===== config.mk =====
export PLATFORM = sky130hd
export DESIGN_NAME = reg_sequencer_flat
export DESIGN_NICKNAME = d
export VERILOG_FILES = /design/src/rtl/reg_sequencer_if.sv /design/src/rtl/reg_sequencer.sv /design/src/flat_wrapper.sv
export SDC_FILE = /design/constraint.sdc
export NUM_CORES = 1
export LEC_CHECK = 0
export ABC_AREA = 1
export CAP_MARGIN = 20
export CORE_UTILIZATION = 57
export CTS_CLUSTER_DIAMETER = 60
export DETAILED_ROUTE_END_ITERATION = 6
export GPL_TIMING_DRIVEN = 1
export MAX_ROUTING_LAYER = met4
export PLACE_DENSITY = 0.75
export SLEW_MARGIN = 20
export SYNTH_ARGS = -nofsm -noshare
export SYNTH_HDL_FRONTEND = slang
export SYNTH_SLANG_ARGS = --single-unit

===== constraint.sdc =====
create_clock -name clk -period 3.4 [get_ports clk]
set_input_delay 0.68 -clock clk [delete_from_list [all_inputs] [get_ports clk]]
set_output_delay 0.68 -clock clk [all_outputs]
set_load 0.03 [all_outputs]

===== src/rtl/reg_sequencer_if.sv =====
// Write-bus and program-load bundle for reg_sequencer.
// Slave is the sequencer side; master is the host/loader side.
interface reg_sequencer_if;
    logic        load_valid;
    logic        load_ready;
    logic [15:0] load_word;
    logic        host_req;
    logic [2:0]  host_addr;
    logic [4:0]  host_data;
    logic        host_ack;
    logic        write_strobe;
    logic [2:0]  address;
    logic [4:0]  data;

    modport master (
        output load_valid, load_word, host_req, host_addr, host_data,
        input  load_ready, host_ack, write_strobe, address, data
    );

    modport slave (
        input  load_valid, load_word, host_req, host_addr, host_data,
        output load_ready, host_ack, write_strobe, address, data
    );
endinterface


===== src/rtl/reg_sequencer.sv =====
// Timed register-write sequencer with host-priority write arbitration.
// Optional SEQ_LOOP_EN: replay the program from step 0 when loop is set.
module reg_sequencer #(
    parameter int DEPTH    = 16,
    parameter int AW       = 4,
    parameter int TICK_DIV = 256
) (
    input  logic              clk,
    input  logic              rst_n,
    reg_sequencer_if.slave    bus,
    input  logic              clear,
    input  logic              start,
    input  logic              stop,
    input  logic              loop,
    output logic              busy,
    output logic [AW-1:0]     step_idx,
    output logic              done
);
    localparam int PW = $clog2(TICK_DIV);

    typedef enum logic [1:0] {
        IDLE,
        ISSUE,
        WAIT
    } state_t;

    state_t        state;
    state_t        stateNext;
    logic [15:0]   mem [DEPTH];
    logic [AW:0]   count;
    logic [7:0]    delayCnt;
    logic [PW-1:0] presc;
    logic [15:0]   curWord;
    logic          hostGrant;
    logic          loadFire;
    logic          lastStep;
    logic          seqIssue;
    logic          doneNext;
    logic          stepClr;
    logic          stepInc;

`ifndef SEQ_LOOP_EN
    logic unusedLoop;
    assign unusedLoop = loop;
`endif

    assign curWord       = mem[step_idx];
    assign busy          = (state != IDLE);
    assign hostGrant     = bus.host_req && !bus.host_ack;
    assign bus.load_ready = (state == IDLE) && !count[AW] && !clear;
    assign loadFire      = bus.load_valid && bus.load_ready;
    assign lastStep      = ({1'b0, step_idx} == (count - 1'b1));

    // Program storage; deliberately not reset.
    always_ff @(posedge clk) begin
        if (loadFire) begin
            mem[count[AW-1:0]] <= bus.load_word;
        end
    end

    // State register.
    always_ff @(posedge clk or negedge rst_n) begin
        if (!rst_n) begin
            state <= IDLE;
        end else begin
            state <= stateNext;
        end
    end

    // Next-state and step control; stop overrides everything.
    always_comb begin
        stateNext = state;
        seqIssue  = 1'b0;
        doneNext  = 1'b0;
        stepClr   = 1'b0;
        stepInc   = 1'b0;
        unique case (state)
            IDLE: begin
                if (start && (count != '0)) begin
                    stateNext = ISSUE;
                    stepClr   = 1'b1;
                end
            end
            ISSUE: begin
                if (!hostGrant) begin
                    seqIssue  = 1'b1;
                    stateNext = WAIT;
                end
            end
            WAIT: begin
                if (delayCnt == 8'd0) begin
                    if (!lastStep) begin
                        stepInc   = 1'b1;
                        stateNext = ISSUE;
`ifdef SEQ_LOOP_EN
                    end else if (loop) begin
                        stepClr   = 1'b1;
                        stateNext = ISSUE;
`endif
                    end else begin
                        doneNext  = 1'b1;
                        stateNext = IDLE;
                    end
                end
            end
            default: stateNext = IDLE;
        endcase
        if (stop) begin
            stateNext = IDLE;
            seqIssue  = 1'b0;
            doneNext  = 1'b0;
            stepClr   = 1'b0;
            stepInc   = 1'b0;
        end
    end

    // Bus outputs, step index, tempo timer and program count.
    always_ff @(posedge clk or negedge rst_n) begin
        if (!rst_n) begin
            bus.write_strobe <= 1'b0;
            bus.host_ack     <= 1'b0;
            bus.address      <= '0;
            bus.data         <= '0;
            done             <= 1'b0;
            step_idx         <= '0;
            delayCnt         <= '0;
            presc            <= '0;
            count            <= '0;
        end else begin
            bus.write_strobe <= hostGrant || seqIssue;
            bus.host_ack     <= hostGrant;
            done             <= doneNext;
            if (hostGrant) begin
                bus.address <= bus.host_addr;
                bus.data    <= bus.host_data;
            end else if (seqIssue) begin
                bus.address <= curWord[15:13];
                bus.data    <= curWord[12:8];
            end
            if (stepClr) begin
                step_idx <= '0;
            end else if (stepInc) begin
                step_idx <= step_idx + 1'b1;
            end
            if (seqIssue) begin
                delayCnt <= curWord[7:0];
                presc    <= '0;
            end else if ((state == WAIT) && (delayCnt != 8'd0)) begin
                if (presc == PW'(TICK_DIV - 1)) begin
                    presc    <= '0;
                    delayCnt <= delayCnt - 8'd1;
                end else begin
                    presc <= presc + 1'b1;
                end
            end
            if ((state == IDLE) && clear) begin
                count <= '0;
            end else if (loadFire) begin
                count <= count + 1'b1;
            end
        end
    end
endmodule


===== src/flat_wrapper.sv =====
// flat-port wrapper written by rule: the top's interface ports become plain ports
module reg_sequencer_flat 
#(
    parameter int DEPTH    = 16,
    parameter int AW       = 4,
    parameter int TICK_DIV = 256
)
  (clk, rst_n, clear, start, stop, loop, busy, step_idx, done, bus_load_valid, bus_load_word, bus_host_req, bus_host_addr, bus_host_data, bus_load_ready, bus_host_ack, bus_write_strobe, bus_address, bus_data);
  reg_sequencer_if bus_i ();
  input  logic clk;
  input  logic rst_n;
  input  logic clear;
  input  logic start;
  input  logic stop;
  input  logic loop;
  output logic busy;
  output logic [AW-1:0] step_idx;
  output logic done;
  input wire logic [$bits(bus_i.load_valid)-1:0] bus_load_valid;
  input wire logic [$bits(bus_i.load_word)-1:0] bus_load_word;
  input wire logic [$bits(bus_i.host_req)-1:0] bus_host_req;
  input wire logic [$bits(bus_i.host_addr)-1:0] bus_host_addr;
  input wire logic [$bits(bus_i.host_data)-1:0] bus_host_data;
  output wire logic [$bits(bus_i.load_ready)-1:0] bus_load_ready;
  output wire logic [$bits(bus_i.host_ack)-1:0] bus_host_ack;
  output wire logic [$bits(bus_i.write_strobe)-1:0] bus_write_strobe;
  output wire logic [$bits(bus_i.address)-1:0] bus_address;
  output wire logic [$bits(bus_i.data)-1:0] bus_data;
  assign bus_i.load_valid = bus_load_valid;
  assign bus_i.load_word = bus_load_word;
  assign bus_i.host_req = bus_host_req;
  assign bus_i.host_addr = bus_host_addr;
  assign bus_i.host_data = bus_host_data;
  assign bus_load_ready = bus_i.load_ready;
  assign bus_host_ack = bus_i.host_ack;
  assign bus_write_strobe = bus_i.write_strobe;
  assign bus_address = bus_i.address;
  assign bus_data = bus_i.data;
  reg_sequencer #(.DEPTH(DEPTH), .AW(AW), .TICK_DIV(TICK_DIV)) u_core (.clk(clk), .rst_n(rst_n), .bus(bus_i), .clear(clear), .start(start), .stop(stop), .loop(loop), .busy(busy), .step_idx(step_idx), .done(done));
endmodule

# Word level (Yosys, flattened, before mapping)
# Memory sizes are Yosys's and may differ from the RTL's.
# Index checks and enable logic that the tools add are counted.
[word_totals]
regBits = 38
ramBits = 256
out_inout_bits = 17
wordCells = 82
mem_count = 1
[classes]
add_sub_neg = 5
eq_ne = 7
mux = 36
reduce_logical = 23
[memory_table]
columns = ["memory", "depth", "word_bits", "rd", "rd_clocked_by_memory_dff", "wr", "line", "source"]
rows = [
  ["u_core.mem", 16, 16, 1, 0, 1, "reg_sequencer.sv:29", "logic [15:0] mem [DEPTH];"],
]
[ops]
columns = ["operator", "count"]
rows = [
  ["two-way mux 8 bit", 6],
  ["two-way mux 5 bit", 4],
  ["two-way mux 1 bit", 17],
  ["nonzero test 2 bit", 6],
  ["adder 8 x 1 -> 8 bit, second input constant", 1],
  ["equality test 8 bit, second input constant", 1],
  ["logical NOT 8 bit", 1],
  ["two-way mux 2 bit", 4],
  ["two-way mux 4 bit", 2],
  ["nonzero test 8 bit", 1],
  ["subtractor 8 x 1 -> 8 bit, second input constant", 1],
  ["logical AND 1 bit", 7],
  ["two-way mux 3 bit", 2],
  ["inequality test 3 bit, second input constant", 2],
  ["case mux 2 bit (3 select lines)", 1],
  ["adder 5 x 1 -> 5 bit, second input constant", 1],
  ["equality test 4 x 5 -> 1 bit", 1],
  ["nonzero test 5 bit", 1],
  ["subtractor 5 x 1 -> 5 bit, second input constant", 1],
  ["adder 4 x 1 -> 4 bit, second input constant", 1],
  ["logical NOT 1 bit", 3],
  ["inequality test 3 x 2 -> 1 bit, second input constant", 1],
  ["AND reduction 3 bit", 1],
  ["equality test 2 x 1 -> 1 bit, second input constant", 1],
  ["4 further kinds", 4],
]

# Depth between registers and ports, before layout
[logic_depth]
ltp_word = 8
ltp_mapped = 12
mapped_depth_nobuf = 12

# Worst setup path after synthesis
# OpenSTA, ideal clock, no wires.
[synth_path]
kind = "input-to-reg"
start = "in clear"
end = "mem u_core.mem[11][0], enable pin"
arrival_ns = 1.894
path_slack_ns = 1.117
stages = 5
cell_sequence = "inv_1 -> nand4_1 -> inv_1 -> nand2_1 -> nor2_1"
[synth_between]
elab_chain_len = 5
[synth_lines]
columns = ["element", "line", "source"]
rows = [
  ["from (decl)", "flat_wrapper.sv:12", "input logic clear;"],
  ["logical NOT 1 bit", "reg_sequencer.sv:50", "assign bus.load_ready = (state == IDLE) && !count[AW] && !clear;"],
  ["logical AND 1 bit", "reg_sequencer.sv:50", ""],
  ["logical AND 1 bit", "reg_sequencer.sv:51", "assign loadFire = bus.load_valid && bus.load_ready;"],
  ["two-way mux 1 bit", "reg_sequencer.sv:56", "if (loadFire) begin"],
  ["two-way mux 1 bit (implied by the code)", "reg_sequencer.sv:57", "mem[count[AW-1:0]] <= bus.load_word;"],
  ["to (decl)", "reg_sequencer.sv:29", ""],
]
# No other way between the ends.

# Worst setup path in the final report
[layout_path]
start = "reg u_core.state[0]"
end = "out bus_load_ready"
[layout_between]
elab_chain_len = 3
[layout_lines]
columns = ["element", "line", "source"]
rows = [
  ["from (decl)", "reg_sequencer.sv:27", "state_t state;"],
  ["from (signal assigned)", "reg_sequencer.sv:66", "state <= stateNext;"],
  ["logical NOT 2 bit", "reg_sequencer.sv:50", ""],
  ["logical AND 1 bit (2 in a row)", "reg_sequencer.sv:50", ""],
  ["to (decl)", "flat_wrapper.sv:24", "output wire logic [$bits(bus_i.load_ready)-1:0] bus_load_ready;"],
]
# No other way between the ends.

==> flow_metrics.env <==
export IMPL_status="finished clean"
export IMPL_hold_viol=0
export IMPL_cp_start_kind="flop"
export IMPL_r2r_start="u_core.state[0]"
export IMPL_met2_usage=0.406
export IMPL_crit_arrival_ns=2.04
export IMPL_yosysWarnings=0
export IMPL_synth_seq_cells=294
export IMPL_slowest_stage="clkdlybuf4s50_1"
export IMPL_dr_first_iter_drc_count=822
export IMPL_grt_pass1_vias=8186
export IMPL_final_antenna_net_count=0
export IMPL_die_y_um=151
export IMPL_grt_ovfl_total=0
export IMPL_rsz0062_at_grt="no"
export IMPL_holdBufCountCts=0
export IMPL_final_layout_size_suffix_gt1_frac=0.0847
export IMPL_worst_path_max_fanout=3
export IMPL_power_density_mw_per_mm2=522
export IMPL_start_util=0.580
export IMPL_max_freq_mhz=368
export IMPL_gr_usage_all_layers=0.258
export IMPL_antennaDiodeCount=0
export IMPL_synth_area_top_cells="edfxtp_1 (61%), nand2_1 (9.7%), dfrtp_1 (7.5%)"
export IMPL_post_cts_resized=0
export IMPL_gr_usage_met3=0.0292
export IMPL_cts_made_buffers=29
export IMPL_ir_drop_mv=0.426
export IMPL_dp_hpwl_um=16300
export IMPL_min_path_type="primary input to async pin"
export IMPL_rows=54
export IMPL_critPathRequiredTime_ns=2.72
export IMPL_vias_per_cell=5.57
export IMPL_cp_end_kind="output pin"
export IMPL_synth_edff_count=256
export IMPL_finalSetupViolCount=0
export IMPL_drc_errors=0
export IMPL_max_stage_delay_ns=0.69
export IMPL_num_nets_final=1299
export IMPL_clk_transition_reported_paths_ns=0.06
export IMPL_slew_headroom=0.422
export IMPL_period_needed_ns=2.72
export IMPL_p_leak_nw=5.73
export IMPL_layout_cells_most_common="nand2_1"
export IMPL_postCtsSetupBuffers=0
export IMPL_cap_violations=0
export IMPL_use_met1=0.349
export IMPL_fin_worst_skew_ns=0.0186
export IMPL_yosys_area_top_type_share=0.607
export IMPL_synth_main_ff_cell="edfxtp_1"
export IMPL_wire_per_inst_um=17.9
export IMPL_grt_max_degree=148
export IMPL_portBuffers=47
export IMPL_finalCritPeriodShare=0.799
export IMPL_top_usage_layer="met2"
export IMPL_clock_latency_ns=0.55
export IMPL_dr_pass1_iters=5
export IMPL_synthCells=1201
export IMPL_ioPinCount=49
export IMPL_root_buffer="clkbuf_16"
export IMPL_tns_ns=0
export IMPL_totalPowerFinal_mw=7.52
export IMPL_die_area_mm2=0.0228
export IMPL_antenna_found_initial=0
export IMPL_syn_nets=1240
export IMPL_gp_congestion=0.811
export IMPL_startpoint="u_core.state[0]"
export IMPL_synth_cell_types=31
export IMPL_whs_ns=0.252
export IMPL_cts_tree="done"
export IMPL_cts_buffer_depth=3
export IMPL_cts_max_level=1
export IMPL_synth_seq_area_share=0.682
export IMPL_yosys_area_top_type="edfxtp_1"
export IMPL_tightest_slew_ns=0.868
export IMPL_die_x_um=151
export IMPL_fp_coreArea_mm2=0.0218
export IMPL_grt_pass1_wl_um=42700
export IMPL_syn_cell_area_mm2=0.0127
export IMPL_syn_to_final_growth_pct=13.8
export IMPL_clock_sinks=294
export IMPL_utilization=0.660
export IMPL_num_vias=8656
export IMPL_worstSetupPathType="flop to output pin"
export IMPL_path_cells="nor2_1 > inv_1 > nor3_1 > clkdlybuf4s50_1"
export IMPL_layout_common_cells="nand2_1 (327), edfxtp_1 (256), nand3_1 (143), inv_1 (127), nor2_1 (87)"
export IMPL_routed_wl_um=27900
export IMPL_maxSlewViolCount=0
export IMPL_async_flop_share=0.129
export IMPL_syn_avg_cell_area_um2=10.5
[cells in the mapped netlist, types with 7 or more instances]
| cell type | count |
|---|---|
| o22ai_1 | 9 |
| nor2_1 | 104 |
| nand3_1 | 143 |
| buf_2 | 35 |
| o211ai_1 | 13 |
| edfxtp_1 | 256 |
| dfrtp_1 | 38 |
| o21ai_0 | 42 |
| nand2_1 | 327 |
| ha_1 | 7 |
| clkbuf_1 | 8 |
| inv_1 | 127 |
| a21oi_1 | 43 |
[area by class of cell]
class                   count  area [µm²]
flip-flops and latches    294        8640
clock buffers              36         752
fillers                  1572        7410
multi-input cells         723        3300
inverters                 131         493
well taps                 280         350
repair buffers             81         771
clock inverters            10        98.8
[worst paths after layout]
check	slack (ns)	end	depth (start not counted)
worst min register to register	0.47	u_core.bus.host_ack	1
min in group clk	0.47	u_core.bus.host_ack	1
worst max register to register	1.26	u_core.mem[9][1]	6
worst max-delay path	0.68	bus_load_ready	4
worst min-delay path	0.25	u_core.presc[5]	1
max in group asynchronous	2.51	u_core.step_idx[0]	1
[per-layer routing]
layer,up-vias,part of all wire
met1,4105,0.43
met5,-,0
met3,50,0.075
met2,371,0.47
li1,4130,-
met4,0,0.028
[kinds of logic after synthesis]
family / after synthesis / share of synthesized area
AOI/OAI and AO/OA: 112 / 0.0493
buffers and inverters: 184 / 0.0604
DFF: 294 / 0.682
and+or+nand+nor: 597 / 0.197
adders and majority gates: 7 / 0.00692
xor gates and xnor gates: 7 / 0.00484
[power by group]
group          internal (mW)  total (mW)  leakage (nW)  switching [mW]
Combinational          0.180       0.499          2.54           0.319
Sequential              4.03        4.09          2.78          0.0632
Clock                   1.69        2.93         0.416            1.23
[worst max-delay path, delay by kind of cell (launching register included)]
| family | cells | cell delay, ns |
|---|---|---|
| buffers and inverters | 2 | 0.79 |
| flip-flops | 1 | 0.39 |
| AND/OR/NAND/NOR | 2 | 0.33 |
[metrics by stage]
step,cell area [µm²],worst slack (ns),instances
2_1_floorplan,12700,1.12,1201
3_3_place_gp,13600,0.745,1509
3_5_place_dp,13600,0.686,1509
4_1_cts,14400,0.646,1555
5_1_grt,14400,0.562,1555
6_report,14400,0.682,1555
[state kept, by name (all words and copies together), names as in the netlist]
signal	count
u_core.mem	256
u_core.delayCnt	8
u_core.presc	8
u_core.bus.data	5
u_core.count	5
u_core.step_idx	4
u_core.bus.address	3
u_core.state	2
u_core.bus.host_ack	1
u_core.bus.write_strobe	1
u_core.done	1
Note: power is estimated with default switching activity, not from simulation.
